--- src/rtl/adc_line_align.sv ---
// Training controller for one deserialized ADC line. It scans the IODELAY taps for the widest
// stable eye, parks the delay at the eye centre, then bitslips until DOUT matches PATTERN.
module adc_line_align #(
  parameter int MAXTAP = 63,
  parameter int SETTLE = 8,
  parameter int NCHK   = 16,
  parameter int MINEYE = 4
) (
  input  logic       CLK,
  input  logic       RST,
  input  logic       START,
  input  logic [5:0] PATTERN,
  input  logic [5:0] DOUT,
  output logic       SRST,
  output logic       DRST,
  output logic       DINC,
  output logic       BS,
  output logic       BUSY,
  output logic       DONE,
  output logic       ERR,
  output logic [7:0] TAP,
  output logic [2:0] SLIPS
);

  localparam logic [3:0] S_IDLE    = 4'd0;
  localparam logic [3:0] S_RESET   = 4'd1;
  localparam logic [3:0] S_WAIT    = 4'd2;
  localparam logic [3:0] S_CHECK   = 4'd3;
  localparam logic [3:0] S_NEXT    = 4'd4;
  localparam logic [3:0] S_EVAL    = 4'd5;
  localparam logic [3:0] S_REWIND  = 4'd6;
  localparam logic [3:0] S_STEP    = 4'd7;
  localparam logic [3:0] S_SLIPCHK = 4'd8;
  localparam logic [3:0] S_SLIP    = 4'd9;
  localparam logic [3:0] S_DONE    = 4'd10;
  localparam logic [3:0] S_FAIL    = 4'd11;

  localparam logic [15:0] SETTLE_M1 = 16'(SETTLE - 1);
  localparam logic [15:0] NCHK_M1   = 16'(NCHK - 1);
  localparam logic [7:0]  MAXTAP_C  = 8'(MAXTAP);
  localparam logic [8:0]  MINEYE_C  = 9'(MINEYE);

  logic [3:0]  state_q, state_d, ret_q, ret_d;
  logic [15:0] cnt_q, cnt_d;
  logic        good_q, good_d;
  logic [7:0]  tap_q, tap_d, rstart_q, rstart_d, bstart_q, bstart_d, target_q, target_d;
  logic [8:0]  run_q, run_d, best_q, best_d;
  logic [2:0]  slips_q, slips_d;
  logic [5:0]  cap_q;
  logic        tap_good;
  logic [8:0]  run_inc;
  logic [7:0]  run_start;

  // The tap verdict is only meaningful on the last compare cycle of CHECK.
  assign tap_good  = good_q & (DOUT == cap_q);
  assign run_inc   = run_q + 9'd1;
  assign run_start = (run_q == 9'd0) ? tap_q : rstart_q;

  always_comb begin
    state_d  = state_q;
    ret_d    = ret_q;
    cnt_d    = cnt_q;
    good_d   = good_q;
    tap_d    = tap_q;
    rstart_d = rstart_q;
    bstart_d = bstart_q;
    target_d = target_q;
    run_d    = run_q;
    best_d   = best_q;
    slips_d  = slips_q;
    case (state_q)
      S_IDLE, S_DONE, S_FAIL: begin
        if (START) begin
          state_d  = S_RESET;
          cnt_d    = 16'd0;
          tap_d    = 8'd0;
          slips_d  = 3'd0;
          run_d    = 9'd0;
          best_d   = 9'd0;
          rstart_d = 8'd0;
          bstart_d = 8'd0;
          target_d = 8'd0;
        end
      end
      S_RESET: begin
        if (cnt_q == 16'd3) begin
          state_d = S_WAIT;
          ret_d   = S_CHECK;
          cnt_d   = 16'd0;
        end else begin
          cnt_d = cnt_q + 16'd1;
        end
      end
      S_WAIT: begin
        if (cnt_q == SETTLE_M1) begin
          state_d = ret_q;
          cnt_d   = 16'd0;
        end else begin
          cnt_d = cnt_q + 16'd1;
        end
      end
      S_CHECK: begin
        if (cnt_q == 16'd0) begin
          good_d = 1'b1;
          cnt_d  = 16'd1;
        end else if (cnt_q == NCHK_M1) begin
          cnt_d = 16'd0;
          if (tap_good) begin
            rstart_d = run_start;
            run_d    = run_inc;
            if (run_inc > best_q) begin
              best_d   = run_inc;
              bstart_d = run_start;
            end
          end else begin
            run_d = 9'd0;
          end
          if (tap_q == MAXTAP_C) begin
            state_d = S_EVAL;
          end else begin
            state_d = S_NEXT;
            ret_d   = S_CHECK;
            tap_d   = tap_q + 8'd1;
          end
        end else begin
          good_d = tap_good;
          cnt_d  = cnt_q + 16'd1;
        end
      end
      S_NEXT, S_SLIP: begin
        state_d = S_WAIT;
        cnt_d   = 16'd0;
      end
      S_EVAL: begin
        if (best_q < MINEYE_C) begin
          state_d = S_FAIL;
        end else begin
          target_d = bstart_q + best_q[8:1];
          state_d  = S_REWIND;
          tap_d    = 8'd0;
        end
      end
      S_REWIND: begin
        state_d = S_WAIT;
        ret_d   = S_STEP;
        cnt_d   = 16'd0;
      end
      S_STEP: begin
        if (tap_q == target_q) begin
          state_d = S_WAIT;
          ret_d   = S_SLIPCHK;
          cnt_d   = 16'd0;
        end else begin
          state_d = S_NEXT;
          ret_d   = S_STEP;
          tap_d   = tap_q + 8'd1;
        end
      end
      S_SLIPCHK: begin
        if (DOUT != PATTERN) begin
          cnt_d = 16'd0;
          if (slips_q == 3'd6) begin
            state_d = S_FAIL;
          end else begin
            state_d = S_SLIP;
            ret_d   = S_SLIPCHK;
            slips_d = slips_q + 3'd1;
          end
        end else if (cnt_q == NCHK_M1) begin
          state_d = S_DONE;
          cnt_d   = 16'd0;
        end else begin
          cnt_d = cnt_q + 16'd1;
        end
      end
      default: state_d = S_IDLE;
    endcase
  end

  // TAP and SLIPS advance on entry to the pulse states, so they move with their pulse.
  always_ff @(posedge CLK or posedge RST) begin
    if (RST) begin
      state_q  <= S_IDLE;
      ret_q    <= S_IDLE;
      cnt_q    <= 16'd0;
      good_q   <= 1'b0;
      tap_q    <= 8'd0;
      rstart_q <= 8'd0;
      bstart_q <= 8'd0;
      target_q <= 8'd0;
      run_q    <= 9'd0;
      best_q   <= 9'd0;
      slips_q  <= 3'd0;
    end else begin
      state_q  <= state_d;
      ret_q    <= ret_d;
      cnt_q    <= cnt_d;
      good_q   <= good_d;
      tap_q    <= tap_d;
      rstart_q <= rstart_d;
      bstart_q <= bstart_d;
      target_q <= target_d;
      run_q    <= run_d;
      best_q   <= best_d;
      slips_q  <= slips_d;
    end
  end

  always_ff @(posedge CLK) begin
    if (state_q == S_CHECK && cnt_q == 16'd0) cap_q <= DOUT;
  end

  assign SRST  = (state_q == S_RESET);
  assign DRST  = (state_q == S_RESET) || (state_q == S_REWIND);
  assign DINC  = (state_q == S_NEXT);
  assign BS    = (state_q == S_SLIP);
  assign BUSY  = (state_q != S_IDLE) && (state_q != S_DONE) && (state_q != S_FAIL);
  assign DONE  = (state_q == S_DONE);
  assign ERR   = (state_q == S_FAIL);
  assign TAP   = tap_q;
  assign SLIPS = slips_q;

endmodule

--- config.mk ---
export PLATFORM = sky130hd
export DESIGN_NAME = adc_line_align
export DESIGN_NICKNAME = d
export VERILOG_FILES = /design/src/rtl/adc_line_align.sv
export SDC_FILE = /design/constraint.sdc
export NUM_CORES = 1
export LEC_CHECK = 0
export ABC_AREA = 0
export CORE_MARGIN = 5
export CORE_UTILIZATION = 64
export DETAILED_ROUTE_END_ITERATION = 10
export GPL_TIMING_DRIVEN = 0
export PLACE_DENSITY = 0.93
export SETUP_SLACK_MARGIN = 0.5
export SLEW_MARGIN = 10
export SYNTH_ARGS = -nofsm -noshare
export SYNTH_HDL_FRONTEND = slang
export SYNTH_SLANG_ARGS = --single-unit
--- constraint.sdc ---
create_clock -name CLK -period 8.8 [get_ports CLK]
set_input_delay 2.2 -clock CLK [delete_from_list [all_inputs] [get_ports CLK]]
set_output_delay 2.2 -clock CLK [all_outputs]
set_load 0.05 [all_outputs]
-- Yosys cells after proc, flatten, opt, wreduce, memory -nomap -nowiden
Cells that the tools add are included.
- register bits after elaboration: 84
- output and inout port bits: 18
- word-level logic and storage cells: 145
- add/subtract/negate cells: 5
- magnitude comparators: 2
- equality and inequality tests: 36
- multiplexer cells: 63
- bitwise operators: 1
- reduce and logical (&&, ||, !) cells: 26
- operators by type and width (kind ; count):
    $mux W8 ; 15
    $mux W16 ; 7
    $pmux W16 S7 ; 1
    $mux W9 ; 8
    $mux W4 ; 15
    $pmux W8 S2 ; 3
    $pmux W9 S2 ; 2
    $pmux W4 S8 ; 1
    $pmux W8 S4 ; 1
    $ne A2 B2 Y1 const B ; 13
    $pmux W4 S5 ; 1
    $add A16 B1 Y16 const B ; 1
    $eq A16 B2 Y1 const B ; 1
    $eq A16 B3 Y1 const B ; 1
    $eq A16 B4 Y1 const B ; 1
    $eq A4 B3 Y1 const B ; 4
    $eq A4 B4 Y1 const B ; 4
    $logic_not A16 Y1 ; 1
    $reduce_and A7 Y1 ; 2
    $mux W3 ; 4
    $reduce_and A6 Y1 ; 2
    $add A9 B1 Y9 const B ; 1
    $gt A9 B9 Y1 ; 1
    $logic_not A9 Y1 ; 1
    30 further kinds ; 42

-- Longest topological paths before layout
- word-level depth: 7
- mapped depth: 13
- gate-level depth less buffers: 12

-- Worst setup path before layout
Ideal clock, no wire load.
- kind: register to output
- start point: reg state_q[3]
- end point: out BS
- arrival time: 2.016 ns
- data required time: 6.600 ns
- slack: 4.584 ns
- stages on the path, launching flop included: 5
- path through: dfrtp_1 -> clkbuf_1 -> clkbuf_1 -> nand2_1 -> nor3_1
- word-level cells in the longest chain between the ends: 1
- RTL lines (element ; RTL line ; source):
    start: declaration ; 43 ; logic [3:0] state_q, state_d, ret_q, ret_d;
    start signal: assignment ; 195 ; state_q <= state_d;
    $eq A4 B4 Y1 ; 216 ; assign BS = (state_q == S_SLIP);
    end: declaration ; 17 ; output logic BS,
No other way between the ends.

-- Worst setup path after layout
- start point: reg state_q[1]
- end point: out DRST
- word-level cells in the longest chain between the ends: 2
- RTL lines (element ; RTL line ; source):
    $eq A4 B1 Y1 or $eq A4 B3 Y1 (tied branches) ; 214 ; assign DRST = (state_q == S_RESET) || (state_q == S_REWIND);
    $logic_or A1 B1 Y1 * ; 214 ;
    end: declaration ; 15 ; output logic DRST,
Every way passes the cells marked *; elsewhere a longest branch is shown, timed or not.

==> impl_results.md <==
- Status: finished clean
- GR Overflow Total: 0
- CTS Hold Bufs: 0
- P_sw: 0.516 mW
- Critical-path top delay cell: clkdlybuf4s50_1
- First-pass GRT wire length: 20.8 mm
- WP data arrival: 2660 ps
- Num rows: 32
- Dpl cell area: 5490 µm²
- Total die area: 9700 µm²
- # Post-CTS Setup Buffers: 0
- Ys Warns: 0
- MaxCap Viol Count: 0
- Distinct cells, synth: 64
- Drt wl/cell: 18.4 µm
- Sequential share of power: 35.7%
- Post-cts repair resize count: 0
- Final HPWL DP: 8.87 mm
- Worst hold path type: flip-flop to flip-flop
- Cell Pwr Density: 221 nW/µm²
- Synth area leader: dfrtp_1
- Via density per instance: 6.48
- Syn Area/Cell: 9.65 µm²
- Final hold vios: 0
- Crit Path Max Fanout: 10
- Fin. max-slew vios: 0
- Post-synth ARST share: 92.8%
- Post-Syn Area: 5010 µm²
- Hold path start: best_q[0]
- Post-synth EDFFs: 6
- Port bufs: 32
- Pin count of the biggest net entering global routing: 46
- Origin of the critical flop-to-flop path: run_q[0]
- Core area: 7690 µm²
- Fin worst setup slack: 3940 ps
- Worst-margin pin slew: 1080 ps
- Clock share of power: 23.6%
- Die height: 98.5 µm
- Final net count: 602
- CP Launch Type: flip-flop
- CTS tree: built
- Clock root cell: clkbuf_8
- Post-route cell area: 5700 µm²
- Sw frac: 40.9%
- Period minus WS final: 4860 ps
- Setup slack after placement: 3720 ps
- H-tree depth: 3
- Static Leak: 2.49 nW
- Drt initial violations: 364
- F_max: 0.206 GHz
- Crit share post-route: 55.3%
- Clock transition at path regs: 90 ps
- RSZ-0062 raised after global routing: false
- Count leader, synth: dfrtp_1
- Logic pwr share: 40.6%
- CP Cell Sequence: clkbuf_1, buf_1, nand3_1, a21oi_1, clkdlybuf4s50_1
- Data required time at the worst endpoint: 6600 ps
- CTS buffer count: 9
- Critical path class: flip-flop to output pin
- # diodes: 0
- Drt pass-1 iters: 5
- Top-area cell type share of the netlist area: 38.5%
- Critical Path Sink Type: output pin
- Detailed-route wire length: 12.3 mm
- Largest stage delay, worst path: 820 ps
- Worst setup path startpoint: state_q[1]
- Cell count after synthesis: 519
- CTS sink count: 83
- RD Place Congestion: 0.933
- Peak supply drop: 0.000139 V
- Synthesized net count: 558
- Vias post-DR: 4,339
- Setup TNS: 0 ps
- Post-synthesis register bit count: 83
- Worst Skew: 6.51 ps
- Post-route DRC: 0
- Area delta synth->final: 13.9%
- Die Wd: 98.5 µm
- Post-synth top flop: dfrtp_1
- Io pins: 33
- Count of final setup violators: 0
- Final hold slack: 507 ps
- Number of global-route vias before repair: 4,326
- Total Routing Usage GR: 26.2%
- Pint: 0.746 mW
- Clock Path Buffers: 2
- Detail Route Antenna Nets: 0
- Max_slew headroom: 27.5%
- Sequential area share after synthesis: 42.1%
- Initial antenna violation count: 0
- Layout cells sized above 1: 5.99%
- Initial Util: 65.2%
- Top cells by area, synth: dfrtp_1, ha_1, xnor2_1
- Clock Latency Late Sink: 360 ps
- Top post-synthesis cells by count: dfrtp_1, nand2_1, nor2_1, inv_1, xnor2_1
per-stage QoR:
step / cells / power (mW) / utilization (%)
finish: 670 / 1.26 / 74.2
global route: 670 / 1.33 / 74.2
CTS: 670 / 1.25 / 74.1
detailed placement: 654 / 0.955 / 71.4
global placement: 653 / 0.939 / 71.0
floorplan: 519 / 0.816 / -
placed cells by master, fill, tap and decap left out, types with 14 or more instances in the layout:
master	netlist	routed
dfrtp_1	77	77
nand2_1	40	40
nor2_1	35	35
clkdlybuf4s50_1	0	32
inv_1	29	28
xnor2_1	28	28
o21ai_0	23	23
ha_1	23	23
a21oi_1	19	19
clkbuf_1	16	19
nand3_1	18	18
xor2_1	17	17
a22o_1	17	17
nor3_1	16	16
o2bb2ai_1	14	14
state kept, by name (all words and copies together), names as in the netlist:
signal,cells
TAP,8
cnt_q,16
ret_q,3
best_q,9
target_q,8
run_q,9
SLIPS,3
rstart_q,8
state_q,4
cap_q,6
good_q,1
bstart_q,8
power by group through the flow:
stage               Clock [mW]  Combinational [mW]  Sequential, mW
global route             0.318               0.552           0.455
floorplan                    0               0.348           0.469
CTS                      0.300               0.503           0.450
finish                   0.298               0.513           0.451
global placement             0               0.484           0.455
detailed placement           0               0.498           0.458
critical path: cells and delay by family (launching register included):
family	cells	cell delay, ps
buf+inv	3	1590
compound gates	1	170
flops	1	420
simple gates	1	120
logic make-up after synthesis:
kind of cell,share of synthesized area [%]
buffers and inverters,4.05
XOR/XNOR,7.87
AO/OA/AOI/OAI,18.1
flip-flops,42.1
multiplexers,2.87
adder cells (fa/ha/maj),6.14
AND/OR/NAND/NOR,19.0
layer usage:
metal	vias up	GRT usage (%)	routed length, µm
met1	2086	33.1	4850
li1	2008	-	-
met5	-	0	0
met3	36	4.53	912
met2	209	43.5	6170
met4	0	12.9	396
path summary, 6_finish.rpt:
| kind | end | slack [ps] | cells past startpoint |
|---|---|---|---|
| worst max-delay path | DRST | 3940 | 5 |
| worst min-delay path | best_q[0] | 510 | 1 |
| worst max register to register | bstart_q[2] | 5030 | 13 |
| worst min register to register | best_q[0] | 510 | 1 |
| max in group asynchronous | TAP[3] | 6040 | 3 |
| min in group asynchronous | run_q[0] | 2200 | 2 |
area by class of cell:
cell class / count / area (µm²)
timing repair buffer: 33 / 348
fill: 531 / 1980
multi-input combinational: 385 / 2710
sequential: 83 / 2110
inverter: 29 / 111
clock inverter: 4 / 75.1
tap: 102 / 128
buffer: 22 / 93.8
clock buffer: 12 / 135
No activity file was read; power rests on OpenSTA's default activity.
